<file path="config.mk">
export PLATFORM = sky130hd
export DESIGN_NAME = ksa_engine
export DESIGN_NICKNAME = d
export VERILOG_FILES = /design/src/rtl/ksa_engine.sv
export SDC_FILE = /design/constraint.sdc
export NUM_CORES = 1
export LEC_CHECK = 0
export BUFFER_PORTS_ARGS = -buffer_cell sky130_fd_sc_hd__buf_2
export CAP_MARGIN = 20
export CELL_PAD_IN_SITES_DETAIL_PLACEMENT = 2
export CELL_PAD_IN_SITES_GLOBAL_PLACEMENT = 2
export CORE_MARGIN = 8
export CORE_UTILIZATION = 35
export DETAILED_ROUTE_END_ITERATION = 16
export GPL_TIMING_DRIVEN = 0
export PLACE_DENSITY_LB_ADDON = 0.1
export SLEW_MARGIN = 20
export SYNTH_ARGS = -nofsm -noshare
export SYNTH_HDL_FRONTEND = slang
export SYNTH_SLANG_ARGS = --single-unit
export TNS_END_PERCENT = 50
</file>
<file path="constraint.sdc">
create_clock -name clk -period 8.1 [get_ports clk]
set_clock_uncertainty 0.05 [all_clocks]
set_input_delay 0 -clock clk [delete_from_list [all_inputs] [get_ports clk]]
set_output_delay 0 -clock clk [all_outputs]
set_load 0.005 [all_outputs]
</file>
<file path="src/rtl/ksa_engine.sv">
// rtl/ksa_engine.sv - RC4 key-scheduling engine driving an external synchronous S-RAM
// Optional cycle counter output enabled by defining KSA_CYCLE_CNT_EN.
module ksa_engine #(
  parameter int ADDR_W  = 8,
  parameter int KEY_LEN = 3
) (
  input  logic                      clk,
  input  logic                      rst,
  input  logic                      start,
  input  logic [ADDR_W*KEY_LEN-1:0] key,
  output logic                      busy,
  output logic                      done,
`ifdef KSA_CYCLE_CNT_EN
  output logic [31:0]               cycle_cnt,
`endif
  output logic [ADDR_W-1:0]         mem_addr,
  output logic [ADDR_W-1:0]         mem_wdata,
  output logic                      mem_wren,
  input  logic [ADDR_W-1:0]         mem_rdata
);

  localparam int KW = (KEY_LEN > 1) ? $clog2(KEY_LEN) : 1;

  typedef enum logic [3:0] {
    S_IDLE, S_INIT, S_RD_I, S_WT_I, S_RD_J, S_WT_J, S_WR_I, S_WR_J, S_DONE
  } state_t;

  state_t            state_q, state_d;
  logic [ADDR_W-1:0] i_q, i_d;
  logic [ADDR_W-1:0] j_q, j_d;
  logic [ADDR_W-1:0] si_q, si_d;
  logic [KW-1:0]     kidx_q, kidx_d;
  logic [ADDR_W-1:0] mem_addr_q, mem_addr_d;
  logic [ADDR_W-1:0] mem_wdata_q, mem_wdata_d;
  logic              mem_wren_q, mem_wren_d;
  logic [ADDR_W-1:0] key_sel;
  logic [ADDR_W-1:0] j_new;
  logic              start_acc;
  logic              busy_w;
`ifdef KSA_CYCLE_CNT_EN
  logic [31:0]       cnt_q, cnt_d;
`endif

  assign start_acc = start && (state_q == S_IDLE || state_q == S_DONE);
  assign busy_w    = (state_q != S_IDLE) && (state_q != S_DONE);

  // Key element picked by a wrapping index counter, so no modulo hardware is needed.
  always_comb begin
    key_sel = '0;
    for (int k = 0; k < KEY_LEN; k++) begin
      if (kidx_q == KW'(k)) key_sel = key[(KEY_LEN-1-k)*ADDR_W +: ADDR_W];
    end
  end

  assign j_new = j_q + mem_rdata + key_sel;

  always_ff @(posedge clk) begin
    if (rst) begin
      state_q     <= S_IDLE;
      i_q         <= '0;
      j_q         <= '0;
      si_q        <= '0;
      kidx_q      <= '0;
      mem_addr_q  <= '0;
      mem_wdata_q <= '0;
      mem_wren_q  <= 1'b0;
`ifdef KSA_CYCLE_CNT_EN
      cnt_q       <= '0;
`endif
    end else begin
      state_q     <= state_d;
      i_q         <= i_d;
      j_q         <= j_d;
      si_q        <= si_d;
      kidx_q      <= kidx_d;
      mem_addr_q  <= mem_addr_d;
      mem_wdata_q <= mem_wdata_d;
      mem_wren_q  <= mem_wren_d;
`ifdef KSA_CYCLE_CNT_EN
      cnt_q       <= cnt_d;
`endif
    end
  end

  always_comb begin
    state_d = state_q;
    case (state_q)
      S_IDLE, S_DONE: if (start) state_d = S_INIT;
      S_INIT:         if (&i_q) state_d = S_RD_I;
      S_RD_I:         state_d = S_WT_I;
      S_WT_I:         state_d = S_RD_J;
      S_RD_J:         state_d = S_WT_J;
      S_WT_J:         state_d = S_WR_I;
      S_WR_I:         state_d = S_WR_J;
      S_WR_J:         state_d = (&i_q) ? S_DONE : S_RD_I;
      default:        state_d = S_IDLE;
    endcase
  end

  // Read data arrives two cycles after the address register is loaded,
  // hence the wait states between each address and its capture.
  always_comb begin
    i_d         = i_q;
    j_d         = j_q;
    si_d        = si_q;
    kidx_d      = kidx_q;
    mem_addr_d  = mem_addr_q;
    mem_wdata_d = mem_wdata_q;
    mem_wren_d  = 1'b0;
    case (state_q)
      S_IDLE, S_DONE: begin
        if (start) begin
          i_d    = '0;
          j_d    = '0;
          kidx_d = '0;
        end
      end
      S_INIT: begin
        mem_addr_d  = i_q;
        mem_wdata_d = i_q;
        mem_wren_d  = 1'b1;
        i_d         = i_q + ADDR_W'(1);
      end
      S_RD_I: mem_addr_d = i_q;
      S_RD_J: begin
        si_d       = mem_rdata;
        j_d        = j_new;
        mem_addr_d = j_new;
      end
      S_WR_I: begin
        mem_addr_d  = i_q;
        mem_wdata_d = mem_rdata;
        mem_wren_d  = 1'b1;
      end
      S_WR_J: begin
        mem_addr_d  = j_q;
        mem_wdata_d = si_q;
        mem_wren_d  = 1'b1;
        i_d         = i_q + ADDR_W'(1);
        kidx_d      = (kidx_q == KW'(KEY_LEN-1)) ? '0 : kidx_q + KW'(1);
      end
      default: ;
    endcase
  end

`ifdef KSA_CYCLE_CNT_EN
  always_comb begin
    cnt_d = cnt_q;
    if (start_acc)   cnt_d = '0;
    else if (busy_w) cnt_d = cnt_q + 32'd1;
  end
  assign cycle_cnt = cnt_q;
`endif

  assign busy      = busy_w;
  assign done      = (state_q == S_DONE);
  assign mem_addr  = mem_addr_q;
  assign mem_wdata = mem_wdata_q;
  assign mem_wren  = mem_wren_q;

endmodule
</file>
==> implementation parameters <==
Parameter                              Value

Status
  Outcome    finished, final reports clean

Yosys
  Library cell with the highest instance count after synthesis    nor2_1
  Top-area cell type share of the netlist area    32.94%
  YS warnings    0
  Number of flops mapped to enable cells by yosys    0
  Synth Cell Area    2856 sq um
  Cell taking the most area after synthesis    dfxtp_1
  Syn nets    403
  Sequential fraction of the synthesis area    32.94%
  Library cells used by synthesis    48
  Cell count after synthesis    353
  Synth Register Bits    47
  Avg Inst Size Synth    8.092 sq um
  Main flop type after synthesis    dfxtp_1
  Share of flip-flops with an asynchronous set or reset after synthesis    0%
  Synth top cells by count    nor2_1, dfxtp_1, nand2_1, a21oi_1, o21ai_0
  Largest cells by area after synthesis    dfxtp_1, nor2_1, mux2i_1

Critical path
  Crit path launch type    register
  Critical Path Slowest Stage Cell    fa_1
  FF-to-FF setup slack    4.66 ns
  Type of destination of the critical path    register
  Startpoint-to-endpoint class of the critical path    register to register
  Most frequent cell on the critical path    fa_1
  Worst Path Arrival    3.57 ns
  Largest fanout on the critical path    10
  Count of buffering cells on the critical path with inverters included    2
  Data required time at the worst endpoint    8.23 ns
  Slowest cell delay on critical path    0.53 ns
  Cell family contributing the most delay on the critical path    adder cells
  Cells along the critical path    buf_1 > mux2i_1 > o21ai_0 > fa_1 > ha_1 > inv_1 > fa_1 > nor2b_1 > o31a_1 > a21oi_1 > a211oi_1 > nor3_1

Job
  Max-cap violations    0

Global routing
  Remaining global-route overflow    0
  Total Routing Usage GR    17.88%
  Number of global-route vias before repair    3092
  Wire length of the first global-routing pass    16240 um
  Antenna violations before repair    0
  Pin count of the biggest net entering global routing    17

STA
  RSZ-0062 raised after global routing    false
  Maximum achievable frequency    290.6 MHz
  Final hold viol count    0
  Clock period minus final worst setup slack    3.441 ns
  Worst-case headroom to the max-slew limit    61.73%
  Ratio of final minimum period to clock period    42.49%
  Slew of the pin with the lowest slew margin    0.5720 ns
  Worst hold margin    0.1976 ns
  Summed negative setup slack over all endpoints    0 ns
  Number of pins with negative max-slew slack in the final report    0
  Count of final setup violators    0
  Worst Slack Setup Final    4.659 ns

Min path
  Worst min-delay path category    input port to register

Power
  Highest ir drop seen on vdd    80.17 uV
  Total power per unit cell area    154.1 nW/um^2
  Static leakage power    1.379 nW
  Power after layout    532.2 uW

Clock network
  Clock network latency to the later pin of the worst-skew pair    0.31 ns
  Clock Sinks    47
  Inserted Clock Buffers    5
  Post-CTS Setup Repair Bufs    0
  Cells resized by post-CTS repair    0
  Worst-case clock buffer depth    2
  Hold buffers post-CTS    9
  Clock transition at path regs    0.10 ns
  Root Buffer Master    clkbuf_8
  H-Tree Level Count    2
  CTS tree    built

Die
  Total number of placement rows    33
  DIE AREA    11310 sq um
  I/O pin count    54
  Overall die width    106.3 um
  Core ar.    8051 sq um
  Vertical die dimension    106.3 um
  Initial core utilization    35.48%

Detailed routing
  Wire length reported by the detailed router    9853 um
  Number of antenna-violating nets in the routed design    0
  Iteration-0 DRC Markers    69
  Per-cell via count in the routed design    5.243
  Pre-Repair DR Iteration Count    4
  Count of vias placed by the detailed router    2763
  Post-detailed-route DRC marker count    0
  Drt wl/cell    18.70 um

Placement
  Half-perimeter wire length of the detailed placement result    7701 um
  Final RePlAce weighted congestion    0.8237
  Buffers on Ports    52
  Pre-CTS setup slack    4.655 ns

Finish
  Area of the multi-input gates    1747 sq um
  Area added between synthesis and finish    20.94%
  Diodes inserted    0
  Flip-flop and latch area    940.9 sq um
  Fraction of final layout cells with drive strength greater than 1    18.48%
  Number of nets in the final layout    471
  Filler cell count in the final layout    947
-- stage by stage --
| stage | instances | util (%) | instance area, sq um |
|---|---|---|---|
| 6_report | 527 | 42.91 | 3455 |
| 5_1_grt | 527 | 42.91 | 3455 |
| 4_1_cts | 527 | 42.91 | 3455 |
| 3_5_place_dp | 510 | 40.34 | 3248 |
| 3_3_place_gp | 510 | 40.34 | 3248 |
| 2_1_floorplan | 353 | - | 2856 |
-- tightest hold or removal path, cell delays in order --
cell	delay, ns
buf_1	0.16
nor2_1	0.20
a31o_2	0.17
-- where the power goes --
part	internal, mW	leakage (nW)	switching, mW	total (mW)
clock network	0.0938	0.0587	0.0932	0.187
logic	0.0449	0.940	0.0608	0.106
registers	0.236	0.380	0.00340	0.240
total	0.375	1.38	0.157	0.532
-- state kept, by name (all words and copies together) (netlist names) --
register	count
i_q	8
mem_wren	1
mem_wdata	8
si_q	8
state_q	4
kidx_q	2
j_q	8
mem_addr	8
-- routing by layer --
| metal | GRT usage (%) | wire [um] | share of wire (%) | up-vias |
|---|---|---|---|---|
| met5 | 0 | 0 | 0 | - |
| met4 | 4.322 | 121 | 1.2 | 0 |
| met3 | 3.690 | 338 | 3.4 | 10 |
| met2 | 30.92 | 4802 | 49 | 51 |
| met1 | 22.14 | 4591 | 47 | 1339 |
| li1 | - | - | - | 1363 |
-- path summary, 6_finish.rpt --
check,startpoint,end,cells past startpoint
hold / removal,rst,j_q[6],3
hold reg to reg,si_q[3],si_q[3],2
setup reg to reg,kidx_q[1],mem_addr[5],12
setup / recovery,kidx_q[1],mem_addr[5],12
-- layout by cell type (no fill, tap or decap), types with 4 or more instances in the layout --
cell type,n
nor2b_1,4
inv_1,13
clkbuf_8,5
fa_1,8
buf_2,58
a21o_1,4
xnor2_1,8
mux2i_1,18
a211oi_1,14
nand2b_1,5
xor2_1,5
dlygate4sd3_1,9
clkbuf_1,12
a22oi_1,9
o21ai_0,22
dfxtp_1,47
nor2_1,54
nor3_1,5
a21oi_1,33
ha_1,7
nand2_1,34
-- final cells by class --
type	count	area share [%]
inverters	13	1.413
plain buffers	23	3.477
multi-input cells	270	50.56
clock inverters	3	1.376
flip-flops and latches	47	27.24
well taps	105	3.803
clock buffers	5	1.992
repair buffers	61	10.14
-- kinds of logic after synthesis --
kind of cell	count (synthesis)	share of synthesized area [%]
simple gates	120	18.70
compound gates	102	22.69
flops	47	32.94
buf+inv	36	5.913
mux	20	7.096
fa+ha+maj	15	8.673
xor+xnor	13	3.986
(Power assumes the default switching activity.)
